<file path="config.mk">
export PLATFORM = sky130hd
export DESIGN_NAME = hvac_scheduler
export DESIGN_NICKNAME = d
export VERILOG_FILES = /design/src/rtl/hvac_scheduler.sv
export SDC_FILE = /design/constraint.sdc
export NUM_CORES = 1
export LEC_CHECK = 0
export ABC_AREA = 0
export CORE_MARGIN = 4
export CORE_UTILIZATION = 49
export DETAILED_ROUTE_END_ITERATION = 8
export GPL_ROUTABILITY_DRIVEN = 1
export PLACE_DENSITY = 0.78
export SLEW_MARGIN = 20
export SYNTH_ARGS = -nofsm -noshare
export SYNTH_HDL_FRONTEND = slang
export SYNTH_SLANG_ARGS = --single-unit
</file>
<file path="constraint.sdc">
create_clock -name Clk -period 2.15 [get_ports Clk]
set_input_delay 0.5375 -clock Clk [delete_from_list [all_inputs] [get_ports Clk]]
set_output_delay 0.5375 -clock Clk [all_outputs]
set_load 0.02 [all_outputs]
</file>
<file path="src/rtl/hvac_scheduler.sv">
`default_nettype none
// ============================================================================
// Module   : hvac_scheduler
// Purpose  : Heater/cooler scheduler with hysteresis, minimum run time, a rest
//            period between activations and fire-alarm inhibit.
// Option   : HVAC_LOCKOUT_EN - REST lasts MIN_OFF cycles and drives lockout;
//            when undefined REST lasts one cycle and lockout is tied low.
// Revision : 1.0 - initial release
// ============================================================================
module hvac_scheduler #(
    parameter int LOW_TH  = 50,
    parameter int HIGH_TH = 80,
    parameter int HYST    = 2,
    parameter int MIN_RUN = 16,
    parameter int MIN_OFF = 8,
    parameter int CNT_W   = 8
) (
    input  logic       Clk,
    input  logic       Rst,
    input  logic [6:0] ST,
    input  logic       SFA,
    output logic       heater,
    output logic       cooler,
    output logic [1:0] hvac_state,
    output logic       lockout
);

    localparam logic [1:0] c_st_idle = 2'b00;
    localparam logic [1:0] c_st_heat = 2'b01;
    localparam logic [1:0] c_st_cool = 2'b10;
    localparam logic [1:0] c_st_rest = 2'b11;

    // Thresholds are held at 8 bits so LOW_TH+HYST cannot wrap against a 7-bit input
    localparam logic [7:0] c_low_th    = 8'(LOW_TH);
    localparam logic [7:0] c_high_th   = 8'(HIGH_TH);
    localparam logic [7:0] c_heat_exit = 8'(LOW_TH + HYST);
    localparam logic [7:0] c_cool_exit = 8'(HIGH_TH - HYST);

    localparam logic [CNT_W-1:0] c_cnt_max  = '1;
    localparam logic [CNT_W-1:0] c_run_last = CNT_W'(MIN_RUN - 1);
`ifdef HVAC_LOCKOUT_EN
    localparam logic [CNT_W-1:0] c_rest_last = CNT_W'(MIN_OFF - 1);
`else
    // Counter is zero on REST entry, so REST always ends after one cycle
    localparam logic [CNT_W-1:0] c_rest_last = '0;
`endif

    if (MIN_RUN < 1 || MIN_RUN > (2 ** CNT_W) - 1) begin : g_chk_min_run
        $error("hvac_scheduler: MIN_RUN out of range");
    end
    if (MIN_OFF < 1 || MIN_OFF > (2 ** CNT_W) - 1) begin : g_chk_min_off
        $error("hvac_scheduler: MIN_OFF out of range");
    end

    logic [1:0]       r_state;
    logic [CNT_W-1:0] r_cnt;
    logic             r_heater;
    logic             r_cooler;

    logic [1:0]       w_next;
    logic [CNT_W-1:0] w_cnt_next;
    logic [7:0]       w_st;
    logic             w_run_done;

    assign w_st       = {1'b0, ST};
    assign w_run_done = (r_cnt >= c_run_last);

    always_comb begin
        w_next = r_state;
        case (r_state)
            c_st_idle: begin
                if (!SFA) begin
                    if (w_st < c_low_th) begin
                        w_next = c_st_heat;
                    end else if (w_st > c_high_th) begin
                        w_next = c_st_cool;
                    end
                end
            end
            c_st_heat: begin
                if (SFA || (w_st >= c_heat_exit && w_run_done)) begin
                    w_next = c_st_rest;
                end
            end
            c_st_cool: begin
                if (SFA || (w_st <= c_cool_exit && w_run_done)) begin
                    w_next = c_st_rest;
                end
            end
            c_st_rest: begin
                if (r_cnt == c_rest_last) begin
                    w_next = c_st_idle;
                end
            end
            default: w_next = c_st_idle;
        endcase
    end

    // Cleared on every state entry, saturating while the state holds
    always_comb begin
        w_cnt_next = '0;
        if (w_next == r_state) begin
            w_cnt_next = (r_cnt == c_cnt_max) ? r_cnt : r_cnt + CNT_W'(1);
        end
    end

    // Outputs are decoded from the next state so they change on the same edge
    always_ff @(negedge Clk or posedge Rst) begin
        if (Rst) begin
            r_state  <= c_st_idle;
            r_cnt    <= '0;
            r_heater <= 1'b0;
            r_cooler <= 1'b0;
        end else begin
            r_state  <= w_next;
            r_cnt    <= w_cnt_next;
            r_heater <= (w_next == c_st_heat);
            r_cooler <= (w_next == c_st_cool);
        end
    end

`ifdef HVAC_LOCKOUT_EN
    logic r_lockout;

    always_ff @(negedge Clk or posedge Rst) begin
        if (Rst) begin
            r_lockout <= 1'b0;
        end else begin
            r_lockout <= (w_next == c_st_rest);
        end
    end

    assign lockout = r_lockout;
`else
    assign lockout = 1'b0;
`endif

    assign heater     = r_heater;
    assign cooler     = r_cooler;
    assign hvac_state = r_state;

endmodule
`default_nettype wire

</file>
==> Yosys cells after proc, flatten, opt, wreduce, memory -nomap -nowiden <==
Cells that the tools add are included.
{ "word_totals": {"register_bits": 12, "latch_bits": 0, "ramBits": 0, "romBits": 0, "inputBits": 10, "out_inout_bits": 5, "elab_cells": 33, "mem_count": 0} }
{ "op_classes": {"n_addsub": 1, "mul": 0, "div": 0, "order_cmp": 5, "n_eq_ne": 8, "shifts": 0, "n_mux": 9, "bitwise_logic": 0, "n_reduce_logical": 6} }
{ "ops": {"columns": ["cell", "n"], "rows": [
  ["8-bit 2-to-1 mux", 2],
  ["2-bit 2-to-1 mux", 6],
  ["8-bit by 1-bit adder with 8-bit output, second input constant", 1],
  ["8-bit == test, second input constant", 1],
  ["8-bit by 4-bit greater-or-equal comparator with 1-bit output, second input constant", 1],
  ["8-bit logical NOT", 1],
  ["2-bit one-hot mux with 4 select lines", 1],
  ["7-bit by 6-bit greater-or-equal comparator with 1-bit output, second input constant", 1],
  ["7-bit greater-than comparator, second input constant", 1],
  ["7-bit less-or-equal comparator, second input constant", 1],
  ["7-bit by 6-bit < comparator with 1-bit output, second input constant", 1],
  ["2-bit == test, second input constant", 3],
  ["2-bit by 1-bit == test with 1-bit output, second input constant", 2],
  ["2-bit == test", 1],
  ["1-bit logical AND", 2],
  ["2-bit logical NOT", 1],
  ["1-bit logical OR", 2],
  ["2-bit != test, second input constant", 1]
]} }

==> Longest topological paths before layout <==
Gate-level depths: netlist of the first run.
{ "logic_depth": {"word_depth": 7, "mapped_depth": 6, "depth_no_buf": 6} }

==> key figures, run 1 <==
Synthesis
  • Synth Area in Adders: 0.03396
  • Ranking of synthesized cells by area: dfrtn_1 (41%), nor2_1 (3.6%), and4_1 (3.6%)
  • #FFs+latches synth: 12
  • Post-synth top cells: dfrtn_1 (12), nor2_1 (7), nand2_1 (6), a21oi_1 (5), inv_1 (5)
  • Dominant synthesized flop cell: dfrtn_1
  • Register area share after synthesis: 0.4075
  • Synth Area per Inst: 9.448 um2
  • Yosys cell types: 34
  • Cell count after synthesis: 78
  • Post-synth EDFFs: 0
  • Most frequent cell after synthesis: dfrtn_1
  • Yosys top cell by area: dfrtn_1
  • Yosys top cell area share: 0.4075
  • Largest family of logic cells by synthesized area: simple AND/OR/NAND/NOR gates
  • Post-Synth XOR/XNOR Area: 0.02377
  • Syn Nets: 90
  • Synth warn: 0
  • Post-synthesis mux area share: 0
  • Cell area after synthesis: 737.0 um2
  • Synth Area in Compound Gates: 0.1868
  • FFs w/ async S/R, synth: 1.000
  • Post-synthesis simple-gate area fraction: 0.3073

Power
  • Net Sw Frac: 0.4015
  • Sequential power share: 0.322
  • Power Density: 1060 nW/um2
  • Clock share of power: 0.124
  • Sw power: 436.7 uW
  • Internal power: 650.8 uW
  • Peak supply drop: 0.6073 mV
  • Leakage: 0.0004852 uW
  • Comb power frac: 0.554

Critical path
  • CP startpoint: ST[2]
  • Crit Reg-Reg Startpoint: hvac_state[1]
  • R2R Setup Slk: 0.31 ns
  • Worst EP arrival: 1.74 ns
  • Critical Path Source Type: input pin
  • Crit end category: register
  • Setup CP Type: in2reg
  • Maximum fanout along the worst path: 8
  • WP data required: 1.19 ns

Layout
  • Register Area: 300.3 um2
  • Multi-input gate area: 452.9 um2
  • Layout area overhead: 39.22%
  • Share of cells above drive strength 1: 0.3204
  • Fillers: 103
  • Layout net count: 117
  • Antenna cells: 0

Placement
  • DPL Wire Length: 1.395 mm
  • GP Congestion: 0.8372
  • Port buffer count: 13

Worst hold path
  • HP Class: reg2reg
  • HP Start: r_cnt[3]

Clock tree
  • Clk slew on worst S/H paths: 0.05 ns
  • Root Buffer: clkbuf_4
  • Clk buf depth: 2
  • Worst skew pair latency: 0.28 ns
  • Cts hold-fix bufs: 0
  • H-tree levels: 1
  • Clock sinks: 12
  • CTS buffer count: 3
  • CTS tree: built

Global routing
  • Vias in the first global route: 717
  • Total Routing Usage GR: 0.2017
  • Largest net degree at the start of global routing: 13
  • Antenna violations before repair: 0
  • Total grt overflow: 0
  • First-pass GRT wire length: 3.125 mm

STA
  • Post-Route Setup TNS: -7.052 ns
  • # setup viols final: 16
  • Clock Skew: 0.001164 ns
  • Max Slew Vio Count: 0
  • Final hold slack: 0.5881 ns
  • RSZ-0062 raised after global routing: yes
  • Hold Fails Final Rpt: 0
  • Final worst slack: -0.5519 ns

Detailed routing
  • Antenna violation net count after detailed routing: 0
  • Detailed-router iteration count before antenna repair: 4
  • WL/cell: 16.05 um
  • Avg Vias per Cell: 5.898
  • Vias: 696
  • DRT Wirelength: 1.894 mm
  • Residual DRC: 0
  • DR iter-0 viols: 13

Floorplanning
  • Die W: 46.78 um
  • Die H: 46.78 um
  • Core area: 1366 um2
  • FP Rows: 13
  • DIE AREA: 2188 um2
  • I/O pins: 15
  • Initial core utilization: 0.5394

Status
  • Failing checks: negative setup slack
  • Outcome: finished, violations left

Flow run
  • Max-Cap Viols: 0
==> power by group through the flow <==
stage / registers, uW / logic, uW / clock network [uW]
after detailed placement: 347 / 543 / 0
after global routing: 360 / 658 / 147
final: 351 / 602 / 134
after CTS: 350 / 600 / 137
after floorplan: 394 / 274 / 0
after global placement: 342 / 524 / 0
==> cell usage in the layout, fill, tap and decap left out, types with 2 or more instances in the layout <==
cell / count
dlygate4sd2_1: 2
nand3_1: 3
nand2_1: 6
o211a_1: 2
nor3b_1: 3
buf_2: 3
dfrtn_1: 12
ha_1: 2
o21ai_0: 2
nor2b_1: 2
nand4_1: 3
clkbuf_4: 3
a31oi_1: 2
nor2_1: 7
inv_1: 5
buf_6: 8
and3_1: 2
a21oi_1: 4
and4_1: 3
buf_4: 8
==> worst paths after layout <==
kind	cells past startpoint	end
max	7	r_cnt[6]
min	3	r_cnt[3]
max reg2reg	6	r_cnt[2]
min reg2reg	3	r_cnt[3]
max in group asynchronous	3	cooler
min in group asynchronous	3	r_cnt[4]
==> registers in the layout (all words and copies together) (netlist names) <==
register	flops
cooler	1
heater	1
hvac_state	2
r_cnt	8
==> stage by stage <==
stage | power (uW) | util | instance area, um2 | setup slack, ns | cells
global placement | 866.0 | 0.7152 | 977.2 | -1.193 | 115
finish | 1087 | 0.7509 | 1026 | -0.5519 | 118
floorplan | 668.5 | - | 748.2 | -0.7048 | 78
CTS | 1086 | 0.7500 | 1025 | -0.5838 | 118
global route | 1165 | 0.7509 | 1026 | -0.5976 | 118
detailed placement | 890.1 | 0.7152 | 977.2 | -1.264 | 115
==> routing by layer <==
metal | track usage | wire [um]
met5 | 0 | 0
met4 | 0.06630 | 21
met3 | 0.02682 | 104
met2 | 0.3740 | 996
met1 | 0.2368 | 772
==> logic make-up after synthesis <==
kind of cell               count (synthesis)
and+or+nand+nor                           36
AOI/OAI and AO/OA                         19
DFF                                       12
buffers and inverters                      6
xor gates and xnor gates                   2
adders and majority gates                  2
other                                      1
==> worst max-delay path, stage by stage <==
cell       delay [ns]
buf_6            0.09
or3_4            0.39
a311oi_2         0.25
o21ai_1          0.12
o2bb2ai_2        0.13
buf_6            0.15
nor3_2           0.05
==> what timing repair did <==
| action | in CTS | in global routing |
|---|---|---|
| pin swaps | 10 | 6 |
| gates cloned | 0 | 0 |
| setup endpoints to repair | 16 | 16 |
| setup buffers | 0 | 0 |
| gates resized for setup | 57 | 2 |
==> cell type report <==
type,count,share of cell area
Multi-Input combinational cell,60,0.4415
Timing Repair Buffer,23,0.2073
Inverter,5,0.01829
Clock buffer,3,0.02195
Tap cell,15,0.01829
Sequential cell,12,0.2927
Power figures use the tool's default switching activity.
==> inputs of run 2 (changes only) <==
Settings changed: PLACE_DENSITY 0.78 to 0.85.
==> run 2 against run 1 <==
Total power is 15% higher. Setup slack got worse by 0.11 ns. Highest routed layer unchanged. The flow still finishes with violations (negative setup slack). Die area did not move. Count of clock-buffer cells in the layout unchanged. Critical path depth grew 1. Register-to-register slack worse by 0.26 ns. Cell count is 5.1% higher. Clock power rose by 6%. Largest cell class unchanged. First-iteration DRC count increased to 3.0 times the previous value. Hold slack gained 0.012 ns.
==> key figures, run 2 (same netlist as run 1, synthesis figures left out) <==
STA
  • Final worst slack: -0.6614 ns (was -0.5519 ns)
  • Max Slew Vio Count: 0 (unchanged)
  • Post-Route Setup TNS: -7.973 ns (was -7.052 ns)
  • Hold Fails Final Rpt: 0 (unchanged)
  • # setup viols final: 16 (unchanged)
  • Clock Skew: 0.005254 ns (was 0.001164 ns)
  • RSZ-0062 raised after global routing: yes (unchanged)

Critical path
  • Maximum fanout along the worst path: 7 (was 8)
  • CP startpoint: ST[3] (was ST[2])
  • Critical Path Source Type: input pin (unchanged)
  • WP data required: 1.21 ns (was 1.19 ns)
  • Worst EP arrival: 1.87 ns (was 1.74 ns)
  • Crit end category: register (unchanged)
  • Critical-path top delay cell: or3_4 (unchanged)
  • Crit Reg-Reg Startpoint: hvac_state[1] (unchanged)
  • CP endpoint: r_cnt[5] (was r_cnt[6])
  • Reg2Reg Depth: 9 (was 6)
  • R2R Setup Slk: 0.05 ns (was 0.31 ns)
  • CP Depth: 8 (was 7)
  • Reg2reg end: r_cnt[2] (unchanged)
  • Setup CP Type: in2reg (unchanged)
  • Crit path buffers/inverters: 3 (was 2)
  • Crit path cell chain: buf_6, or3_4, a311oi_4, o21ai_2, o2bb2ai_2, buf_6, buf_6, nor2_1 (was buf_6, or3_4, a311oi_2, o21ai_1, o2bb2ai_2, buf_6, nor3_2)
  • Most frequent cell on the critical path: buf_6 (unchanged)
  • Family with the most delay on the worst path: compound AO/OA/AOI/OAI gates (unchanged)
  • CP max stage delay: 0.41 ns (was 0.39 ns)

Clock tree
  • Worst skew pair latency: 0.28 ns (about the same)
  • Cts hold-fix bufs: 0 (unchanged)
  • Root Buffer: clkbuf_4 (unchanged)
  • Clk slew on worst S/H paths: 0.05 ns (about the same)
  • H-tree levels: 1 (unchanged)
  • CTS buffer count: 3 (unchanged)
  • CTS tree: built (unchanged)
  • Clk buf depth: 2 (unchanged)
  • Clock sinks: 12 (unchanged)

Layout
  • Layout area overhead: 48.22% (was 39.22%)
  • Layout net count: 123 (was 117)
  • Finished Layout Cells: 124 (was 118)
  • Fillers: 80 (was 103)
  • Share of cells above drive strength 1: 0.3578 (was 0.3204)
  • Number of flip-flops under the largest register name: 8 (unchanged)
  • Core Util, Final: 0.7995 (was 0.7509)
  • Reg with most FFs: r_cnt (unchanged)
  • Commonest non-fill, non-tap cell in the layout: buf_4 (was dfrtn_1)
  • Most frequent cells in the layout: buf_4 (13), dfrtn_1 (12), buf_6 (9) (was dfrtn_1 (12), buf_6 (8), buf_4 (8))
  • Antenna cells: 0 (unchanged)

Placement
  • DP Worst Slack: -1.266 ns (was -1.264 ns)
  • DPL Wire Length: 1.544 mm (was 1.395 mm)
  • GP Congestion: 0.8779 (was 0.8372)
  • Port buffer count: 13 (unchanged)
  • Post-placement cell count: 116 (was 115)

Status
  • Failing checks: negative setup slack (unchanged)
  • Outcome: finished, violations left (unchanged)

Flow run
  • Max-Cap Viols: 0 (unchanged)

Worst hold path
  • HP Class: reg2reg (unchanged)

Detailed routing
  • Residual DRC: 0 (unchanged)
  • Detailed-router iteration count before antenna repair: 5 (was 4)
  • DR iter-0 viols: 39 (was 13)
  • Avg Vias per Cell: 6.387 (was 5.898)
  • WL/cell: 19.52 um (was 16.05 um)
  • DRT Wirelength: 2.421 mm (was 1.894 mm)
  • Antenna violation net count after detailed routing: 0 (unchanged)
  • Vias: 792 (was 696)

Global routing
  • Total Routing Usage GR: 0.2354 (was 0.2017)
  • Total grt overflow: 0 (unchanged)
  • Largest net degree at the start of global routing: 13 (unchanged)
  • Vias in the first global route: 788 (was 717)
  • First-pass GRT wire length: 3.539 mm (was 3.125 mm)
  • Antenna violations before repair: 0 (unchanged)

Floorplanning
  • FP Rows: 13 (unchanged)
  • Initial core utilization: 0.5394 (unchanged)
  • I/O pins: 15 (unchanged)
  • Core area: 1366 um2 (unchanged)
  • Die W: 46.78 um (unchanged)
  • DIE AREA: 2188 um2 (unchanged)
  • Die H: 46.78 um (unchanged)

Power
  • Leakage: 0.0005161 uW (was 0.0004852 uW)
  • Final Power: 1253 uW (was 1087 uW)
  • Peak supply drop: 0.8535 mV (was 0.6073 mV)
  • Power Density: 1147 nW/um2 (was 1060 nW/um2)
==> run 2: report_power, final <==
part / total, uW / internal (uW) / leakage (uW) / switching, uW
Clock: 142 / 65.0 / 0.0000138 / 76.6
Sequential: 360 / 297 / 0.000156 / 62.6
Combinational: 752 / 367 / 0.000346 / 385
Total: 1250 / 729 / 0.000516 / 525
==> run 2: how the worst min path moves through the flow <==
| stage | startpoint | to | slack (ns) | cells after the start |
|---|---|---|---|---|
| floorplan | r_cnt[3] | r_cnt[3] | 0.52 | 3 |
| global placement | r_cnt[3] | r_cnt[3] | 0.57 | 3 |
| detailed placement | r_cnt[3] | r_cnt[3] | 0.59 | 3 |
| CTS | r_cnt[3] | r_cnt[3] | 0.59 | 3 |
| global route | r_cnt[5] | r_cnt[5] | 0.64 | 2 |
| finish | r_cnt[4] | r_cnt[4] | 0.60 | 1 |
==> run 2: timing repair <==
item | CTS | global route
buffers inserted | 4 | 2
setup endpoints to repair | 16 | 16
gates resized for setup | 57 | 4
pin swaps | 11 | 3
==> run 2: layout make-up <==
class	count	area (um2)	area share
inverter	5	18.77	0.01718
multi-input combinational	60	465.4	0.4261
clock buffer	3	22.52	0.02062
timing repair buffer	29	266.5	0.2440
sequential	12	300.3	0.2749
tap	15	18.77	0.01718
==> run 2: metrics by stage <==
stage	hold slack, ns	area [um2]
floorplan	0.5234	748.2
global placement	0.5725	984.7
detailed placement	0.5919	984.7
CTS	0.5919	1056
global route	0.6383	1092
finish	0.5999	1092
==> run 2: routing by layer <==
metal | up-vias | global-route usage | wire length (um)
met3 | 10 | 0.06897 | 143
met1 | 381 | 0.2888 | 954
met4 | 0 | 0.08840 | 40
li1 | 354 | - | -
met2 | 47 | 0.3902 | 1282
met5 | - | 0 | 0
==> run 2: worst register-to-register path, stage by stage (launching register included) <==
cell	delay [ns]
dfrtn_1	0.43
buf_4	0.11
buf_4	0.09
buf_4	0.15
nor3b_1	0.27
nand4_1	0.29
o211a_1	0.24
o2bb2ai_2	0.14
buf_6	0.16
nor4b_4	0.22
==> inputs of run 3 (changes only) <==
Settings changed: PLACE_DENSITY 0.85 to 0.79.
==> run 3 against run 2 <==
The flow still finishes with violations (negative setup slack). Non-clock buffer count is 2 lower. Hold slack worse by 0.015 ns. Routed wire length is 12% lower. Count of clock-buffer cells in the layout stayed put. Setup slack better by 0.079 ns. Core utilization is 3.2 points higher. Critical path depth is 1 lower. Clock skew is 0.0035 ns lower. Sequential share of layout area is 1.1 points lower. Largest cell class unchanged. Largest power group unchanged.
==> key figures, run 3 (same netlist as run 1, synthesis figures left out) <==
Layout
  • Reg with most FFs: r_cnt (unchanged)
  • Share of cells above drive strength 1: 0.4206 (was 0.3578)
  • Multi-input gate area: 513.0 um2 (was 465.4 um2)
  • Layout net count: 121 (was 123)
  • Finished Layout Cells: 122 (was 124)
  • Finished Cell Area: 1136 um2 (was 1092 um2)
  • Commonest non-fill, non-tap cell in the layout: dfrtn_1 (was buf_4)
  • Core Util, Final: 0.8315 (was 0.7995)
  • Antenna cells: 0 (unchanged)
  • Register Area: 300.3 um2 (unchanged)
  • Most frequent cells in the layout: dfrtn_1 (12), buf_4 (11), buf_6 (9) (was buf_4 (13), dfrtn_1 (12), buf_6 (9))
  • Number of flip-flops under the largest register name: 8 (unchanged)
  • Fillers: 78 (was 80)
  • Layout area overhead: 54.16% (was 48.22%)

Critical path
  • Crit Reg-Reg Startpoint: r_cnt[1] (was hvac_state[1])
  • Setup CP Type: in2reg (unchanged)
  • WP data required: 1.19 ns (was 1.21 ns)
  • Critical Path Source Type: input pin (unchanged)
  • Family with the most delay on the worst path: compound AO/OA/AOI/OAI gates (unchanged)
  • Maximum fanout along the worst path: 8 (was 7)
  • CP max stage delay: 0.39 ns (was 0.41 ns)
  • Reg2Reg Depth: 7 (was 9)
  • Crit path buffers/inverters: 2 (was 3)
  • Crit end category: register (unchanged)
  • Worst EP arrival: 1.77 ns (was 1.87 ns)
  • R2R Setup Slk: 0.27 ns (was 0.05 ns)
  • Crit path cell chain: buf_6, or3_4, a311oi_4, o21ai_2, o2bb2ai_4, buf_12, nor3b_2 (was buf_6, or3_4, a311oi_4, o21ai_2, o2bb2ai_2, buf_6, buf_6, nor2_1)
  • Reg2reg end: r_cnt[7] (was r_cnt[2])
  • Critical-path top delay cell: or3_4 (unchanged)

Clock tree
  • Clock sinks: 12 (unchanged)
  • CTS buffer count: 3 (unchanged)
  • Clk buf depth: 2 (unchanged)
  • Clk slew on worst S/H paths: 0.05 ns (about the same)
  • Root Buffer: clkbuf_4 (unchanged)
  • Cts hold-fix bufs: 0 (unchanged)
  • H-tree levels: 1 (unchanged)
  • CTS tree: built (unchanged)
  • Worst skew pair latency: 0.28 ns (about the same)

Global routing
  • Total grt overflow: 0 (unchanged)
  • First-pass GRT wire length: 3.277 mm (was 3.539 mm)
  • Total Routing Usage GR: 0.2200 (was 0.2354)
  • Antenna violations before repair: 0 (unchanged)
  • Vias in the first global route: 721 (was 788)
  • Largest net degree at the start of global routing: 13 (unchanged)

Status
  • Outcome: finished, violations left (unchanged)
  • Failing checks: negative setup slack (unchanged)

STA
  • Clock Skew: 0.001788 ns (was 0.005254 ns)
  • Final worst slack: -0.5821 ns (was -0.6614 ns)
  • Max Slew Vio Count: 0 (unchanged)
  • Hold Fails Final Rpt: 0 (unchanged)
  • # setup viols final: 16 (unchanged)
  • RSZ-0062 raised after global routing: yes (unchanged)

Power
  • Sequential power share: 0.281 (was 0.287)
  • Sw power: 503.3 uW (was 524.6 uW)
  • Leakage: 0.0005225 uW (was 0.0005161 uW)
  • Net Sw Frac: 0.4029 (was 0.4186)
  • Final Power: 1249 uW (was 1253 uW)
  • Internal power: 745.9 uW (was 728.7 uW)
  • Power Density: 1100 nW/um2 (was 1147 nW/um2)
  • Clock share of power: 0.108 (was 0.113)
  • Peak supply drop: 0.6045 mV (was 0.8535 mV)
  • Comb power frac: 0.612 (was 0.600)

Placement
  • Post-placement cell area: 984.7 um2 (unchanged)
  • Post-placement cell count: 116 (unchanged)
  • DPL Wire Length: 1.361 mm (was 1.544 mm)
  • Port buffer count: 13 (unchanged)
  • DP Worst Slack: -1.240 ns (was -1.266 ns)
  • GP Congestion: 0.7840 (was 0.8779)

Floorplanning
  • Die W: 46.78 um (unchanged)
  • I/O pins: 15 (unchanged)
  • FP Rows: 13 (unchanged)
  • Core area: 1366 um2 (unchanged)
  • Die H: 46.78 um (unchanged)
  • Initial core utilization: 0.5394 (unchanged)
  • DIE AREA: 2188 um2 (unchanged)

Detailed routing
  • WL/cell: 17.47 um (was 19.52 um)
  • Detailed-router iteration count before antenna repair: 4 (was 5)
  • Antenna violation net count after detailed routing: 0 (unchanged)
  • DR iter-0 viols: 20 (was 39)
  • DRT Wirelength: 2.131 mm (was 2.421 mm)
  • Residual DRC: 0 (unchanged)
  • Vias: 730 (was 792)
  • Avg Vias per Cell: 5.984 (was 6.387)

Worst hold path
  • Worst hold path stage count: 1 (unchanged)
  • HP Start: r_cnt[4] (unchanged)
  • HP Class: reg2reg (unchanged)
  • Hold Path Sink: r_cnt[4] (unchanged)

Flow run
  • Max-Cap Viols: 0 (unchanged)
==> run 3: metrics by stage <==
stage	setup TNS, ns	hold slack, ns
after global routing	-7.958	0.6483
after global placement	-15.48	0.5774
final	-7.429	0.5847
after floorplan	-7.541	0.5234
after CTS	-7.750	0.5896
after detailed placement	-16.03	0.5844
==> run 3: what timing repair did <==
| item | in CTS | in global routing |
|---|---|---|
| buffers inserted | 3 | 1 |
| pin swaps | 13 | 7 |
| resized for setup | 62 | 10 |
| endpoints found under the setup margin | 16 | 16 |
| gates cloned | 0 | 0 |
==> run 3: area by class of cell <==
| type | count | share of cell area |
|---|---|---|
| Sequential cell | 12 | 0.2643 |
| Multi-Input combinational cell | 60 | 0.4515 |
| Inverter | 5 | 0.01652 |
| Timing Repair Buffer | 27 | 0.2313 |
| Tap cell | 15 | 0.01652 |
| Clock buffer | 3 | 0.01982 |
==> run 3: power groups by stage <==
stage                     Clock, uW  Combinational, uW  Sequential (uW)
after detailed placement          0                545              346
final                           135                764              351
after floorplan                   0                274              394
after global placement            0                523              342
after CTS                       135                659              348
after global routing            145                824              358
==> run 3: metal layers <==
layer	vias to the layer above	wire, um	track usage
met1	341	804	0.2494
met2	29	1099	0.3984
met4	0	76	0.1105
met3	11	151	0.03065
li1	349	-	-
met5	-	0	0
==> run 3: worst max-delay path by stage <==
stage / end / slack (ns) / depth (start not counted) / startpoint
after floorplan: r_cnt[1] / -0.70 / 5 / ST[1]
final: r_cnt[7] / -0.58 / 7 / ST[3]
after CTS: r_cnt[1] / -0.61 / 6 / ST[3]
after global placement: cooler / -1.21 / 7 / ST[1]
after detailed placement: cooler / -1.24 / 7 / ST[1]
after global routing: r_cnt[7] / -0.62 / 7 / ST[3]
